[config.mk]
export PLATFORM = sky130hd
export DESIGN_NAME = lfsr_popcount
export DESIGN_NICKNAME = d
export VERILOG_FILES = /design/src/rtl/lfsr_popcount.sv
export SDC_FILE = /design/constraint.sdc
export NUM_CORES = 1
export LEC_CHECK = 0
export ABC_AREA = 0
export CAP_MARGIN = 20
export CELL_PAD_IN_SITES_DETAIL_PLACEMENT = 1
export CELL_PAD_IN_SITES_GLOBAL_PLACEMENT = 1
export CORE_MARGIN = 2
export CORE_UTILIZATION = 31
export DETAILED_ROUTE_END_ITERATION = 6
export PLACE_DENSITY = 0.88
export SKIP_LAST_GASP = 1
export SYNTH_ARGS = -nofsm -noshare
export SYNTH_HDL_FRONTEND = slang
export SYNTH_SLANG_ARGS = --single-unit
[constraint.sdc]
create_clock -name vclk -period 8.1
set_input_delay 1.62 -clock vclk [all_inputs]
set_output_delay 1.62 -clock vclk [all_outputs]
set_load 0.01 [all_outputs]
[src/rtl/lfsr_popcount.sv]
// Combinational population count, used to weight errors by flipped bits.
module lfsr_popcount #(
  parameter int WIDTH = 32
) (
  input  logic [WIDTH-1:0]         data,
  output logic [$clog2(WIDTH):0]   count
);

  always_comb begin
    count = '0;
    for (int i = 0; i < WIDTH; i++) begin
      count = count + {{$clog2(WIDTH){1'b0}}, data[i]};
    end
  end

endmodule

==> results of run 1 <==
[cells in the mapped netlist]
cell | count | area share, %
a21o_1 | 1 | 0.99
a21oi_2 | 2 | 2.3
fa_1 | 24 | 63
ha_1 | 7 | 12
inv_1 | 30 | 15
nand2_1 | 2 | 0.99
nand2b_1 | 1 | 0.83
nor2_1 | 2 | 0.99
o21ai_0 | 1 | 0.66
xnor2_1 | 2 | 2.3
xor2_1 | 1 | 1.2
[layer usage]
layer / track usage [%] / routed length (µm)
met2: 28.8 / 1030
met1: 13.7 / 529
met3: 0.847 / 125
met4: 0 / 0
met5: 0 / 0
[worst paths after layout]
kind | start | endpoint | slack (ns) | cells after the start
max | data[5] | count[4] | 0.21 | 16
min | data[2] | count[0] | 4.40 | 3
[kinds of logic (layout without fill, tap and decap cells)]
logic type                 count (synthesis)  after routing
adders and majority gates                 31             31
buffers and inverters                     30             71
and+or+nand+nor                            5              5
AOI/OAI and AO/OA                          4              4
xor gates and xnor gates                   3              3
[what timing repair did]
| action | CTS | global route |
|---|---|---|
| gates resized for setup | 5 | 19 |
| pin swaps | 2 | 13 |
| setup buffers | 0 | 1 |
| setup endpoints to repair | 5 | 4 |
[metrics by stage]
stage	std cells	cell area (µm²)	TNS (ns)	setup slack [ns]	utilization, %
2_1_floorplan	73	758	0	0.694	-
3_3_place_gp	141	1190	-0.742	-0.298	52.7
3_5_place_dp	141	1190	-1.27	-0.405	52.7
4_1_cts	141	1180	-0.130	-0.108	52.4
5_1_grt	142	1210	-0.0266	-0.0266	53.7
6_report	142	1210	0	0.211	53.7
[critical path, cell delays in order]
cell and delay [ns]:
clkdlybuf4s50_1 0.43, fa_1 0.51, fa_1 0.53, fa_1 0.44, fa_1 0.50, fa_1 0.49
inv_1 0.05, fa_1 0.44, inv_1 0.07, ha_2 0.18, inv_2 0.04, fa_2 0.38
nand2b_4 0.15, a21oi_2 0.14, xor2_1 0.15, buf_2 0.15
[cell type report]
cell class | count | share of cell area (%)
tap | 28 | 2.90
multi-input combinational | 43 | 54.4
inverter | 30 | 9.31
timing repair buffer | 41 | 33.4
==> flow_metrics.py, run 1 <==
metrics = {
    "detailed_routing": {
        "drc_errors": 0,
        "avgViaCountPerCell": 4.27,
        "vias": 607,
        "drt-wirelength-per-cell_um": 11.9,
        "firstDrtPassIters": 1,
        "drt_iter0_markers": 0,
        "ant_nets": 0,
        "routed_wl_mm": 1.69,
    },
    "synth": {
        "netlist_area_um2": 758,
        "yosysSeqAreaShare_pct": 0,
        "yosys_warnings": 0,
        "synth-xor-area-share_pct": 3.47,
        "synthAdderAreaFrac_pct": 74.9,
        "synth.distinct_cells": 11,
        "synth_top_family_by_area": "adder cells",
        "muxShareOfSynthArea_pct": 0,
        "synthSimpleGateAreaFrac_pct": 2.81,
        "avgSynthCellArea_um2": 10.4,
        "synth_nets": 136,
        "synth_compound_area_share_pct": 3.96,
        "synth_cells": 73,
    },
    "sta": {
        "hold_slack_ns": 4.40,
        "max_freq_ghz": 0.127,
        "post-route-min-period_ns": 7.89,
        "hold_viol": 0,
        "finalMaxSlewViolations": 0,
        "setup_viol": 0,
        "relSlewSlack_pct": 87.0,
        "period_share_pct": 97.4,
        "tightest_slew_ns": 0.196,
    },
    "cells_and_area": {
        "multi_input_area_um2": 658,
        "design.seq.count": 0,
        "area_growth_pct": 59.6,
        "layout-drive-gt1-share_pct": 13.2,
        "clockBufferCount": 0,
        "nets": 179,
        "regArea_um2": 0,
        "final_common_cell": "clkdlybuf4s50_1",
        "fill_cells": 266,
        "n_antenna_cell": 0,
        "final_cell_mix": "27 x clkdlybuf4s50_1, 25 x inv_1, 23 x fa_1, 6 x ha_1, 6 x dlymetal6s2s_1",
    },
    "floorplanning": {
        "fp.dieW_um": 53.5,
        "core_mm2": 0.00225,
        "io_pins": 38,
        "start_util_pct": 33.6,
        "die_y_um": 53.5,
        "die_area_mm2": 0.00286,
        "rows": 17,
    },
    "global_routing": {
        "grt_pass1_vias": 668,
        "grt_max_degree": 4,
        "antenna_found_initial": 0,
        "track_usage_pct": 13.1,
        "grt_first_pass_wirelength_mm": 2.72,
        "grt_overflow": 0,
    },
    "hold_path": {
        "min_path_type": "in -> out",
    },
    "critical_path": {
        "critPathCaptureType": "output pin",
        "critical_path_required_ns": 6.48,
        "worst_ep_arrival_time_ns": 6.27,
        "path_max_fanout": 2,
        "crit_type": "in -> out",
        "cp-start-kind": "input port",
    },
    "flow_run": {
        "maxCapViolCount": 0,
    },
    "place": {
        "dpl.hpwl_mm": 1.68,
        "io_buffers": 38,
        "gp_congestion": 0.685,
    },
    "run_status": {
        "outcome": "finished clean",
    },
    "cts": {
        "ctsHoldBuffers": 0,
    },
}
Power of run 1 is not shown: default switching activity piles up to over one toggle a cycle in this logic, so the estimate is an artifact.
==> inputs of run 2 (changes only) <==
- CORE_MARGIN: 2 -> 1
- PLACE_DENSITY: 0.88 -> not set
- PLACE_DENSITY_LB_ADDON: not set -> 0.12
==> flow_metrics.py, run 2 (synthesized netlist as in run 1, its figures left out) <==
metrics = {
    "run_status": {
        "outcome": "finished clean",
    },
    "hold_path": {
        "hold_depth": 3,
        "hold_start": "data[2]",
        "worstHoldEndpoint": "count[0]",
        "min_path_type": "in -> out",
    },
    "critical_path": {
        "path_max_fanout": 2,
        "cp-start-kind": "input port",
        "slowest_delay_ns": 0.52,
        "critical_path_required_ns": 6.48,
        "crit_chain": "clkdlybuf4s50_1 -> inv_1 -> fa_1 -> inv_1 -> fa_1 -> fa_1 -> fa_1 -> fa_1 -> inv_2 -> fa_1 -> inv_2 -> ha_4 -> inv_2 -> fa_2 -> buf_4 -> xnor2_1 -> dlygate4sd2_1",
        "worst_ep_arrival_time_ns": 6.28,
        "critPathCaptureType": "output pin",
        "worst_path_most_repeated_cell": "fa_1",
        "cp_slowest_cell": "fa_1",
        "crit_type": "in -> out",
    },
    "global_routing": {
        "antenna_found_initial": 0,
        "track_usage_pct": 13.9,
        "grt_overflow": 0,
        "grt_util_met2_pct": 28.1,
        "gr-usage-met1_pct": 17.1,
        "gr-usage-met3_pct": 0.298,
        "grt_pass1_vias": 650,
        "top_usage_layer": "met2",
        "grt_max_degree": 4,
        "grt_first_pass_wirelength_mm": 2.80,
    },
    "place": {
        "place_inst": 141,
        "dpl.hpwl_mm": 1.55,
        "gp_congestion": 0.621,
        "place_area_mm2": 0.00119,
        "io_buffers": 38,
    },
    "floorplanning": {
        "fp.dieW_um": 51.5,
        "rows": 17,
        "die_y_um": 51.5,
        "start_util_pct": 33.6,
        "core_mm2": 0.00225,
        "die_area_mm2": 0.00265,
        "io_pins": 38,
    },
    "flow_run": {
        "maxCapViolCount": 0,
    },
    "cells_and_area": {
        "layout-drive-gt1-share_pct": 14.2,
        "clockBufferCount": 0,
        "design_area_mm2": 0.00121,
        "nets": 178,
        "area_growth_pct": 59.9,
        "stdcell_count": 141,
        "design.seq.count": 0,
        "n_antenna_cell": 0,
        "final_common_cell": "clkdlybuf4s50_1",
        "fill_cells": 261,
        "final_cell_mix": "28 x clkdlybuf4s50_1, 24 x inv_1, 22 x fa_1, 6 x inv_2, 6 x ha_1",
        "regArea_um2": 0,
    },
    "detailed_routing": {
        "ant_nets": 0,
        "firstDrtPassIters": 2,
        "drt-wirelength-per-cell_um": 11.3,
        "vias": 594,
        "drt_iter0_markers": 1,
        "drc_errors": 0,
        "avgViaCountPerCell": 4.21,
        "routed_wl_mm": 1.59,
    },
    "sta": {
        "finalMaxSlewViolations": 0,
        "hold_viol": 0,
        "setup_viol": 0,
        "period_share_pct": 97.5,
        "max_freq_ghz": 0.127,
        "tightest_slew_ns": 0.185,
        "post-route-min-period_ns": 7.90,
        "relSlewSlack_pct": 87.6,
    },
    "cts": {
        "ctsHoldBuffers": 0,
        "post-cts-setup-buffers": 0,
    },
}
==> run 2: through the flow <==
step	hold WS [ns]	setup TNS [ns]	utilization [%]	worst slack [ns]
finish	4.40	0	53.8	0.200
global route	4.43	-0.0159	53.8	-0.0159
CTS	4.36	-0.111	52.5	-0.107
detailed placement	4.37	-1.24	52.7	-0.382
global placement	4.34	-0.898	52.7	-0.353
floorplan	3.39	0	-	0.694
==> run 2: area by class of cell <==
| class | count | area [µm²] | share of cell area, % |
|---|---|---|---|
| Inverter | 30 | 113 | 9.29 |
| Multi-Input combinational cell | 43 | 671 | 55.3 |
| Timing Repair Buffer | 40 | 394 | 32.5 |
| Tap cell | 28 | 35.0 | 2.89 |
==> run 2: worst max-delay path by stage <==
stage / startpoint / endpoint / slack [ns]
global route: data[0] / count[2] / -0.02
global placement: data[0] / count[4] / -0.35
detailed placement: data[0] / count[4] / -0.38
floorplan: data[0] / count[4] / 0.69
finish: data[0] / count[2] / 0.20
CTS: data[0] / count[4] / -0.11
==> run 2: timing repair <==
item | 4_1_cts | 5_1_grt
gates resized for setup | 6 | 20
setup endpoints to repair | 5 | 4
pin swaps | 2 | 12
gates cloned | 0 | 0
==> run 2: worst max-delay path: cells and delay by family <==
kind / cells / cell delay (ns)
adder cells (fa/ha/maj): 8 / 3.38
XOR/XNOR: 1 / 0.14
buffers and inverters: 8 / 1.13
==> run 2: layer usage <==
| layer | wire length (µm) | vias to the layer above |
|---|---|---|
| met4 | 0 | 0 |
| met3 | 74 | 0 |
| met5 | 0 | - |
| met1 | 541 | 295 |
| met2 | 971 | 19 |
| li1 | - | 280 |
Power of run 2 is left out for the same reason.
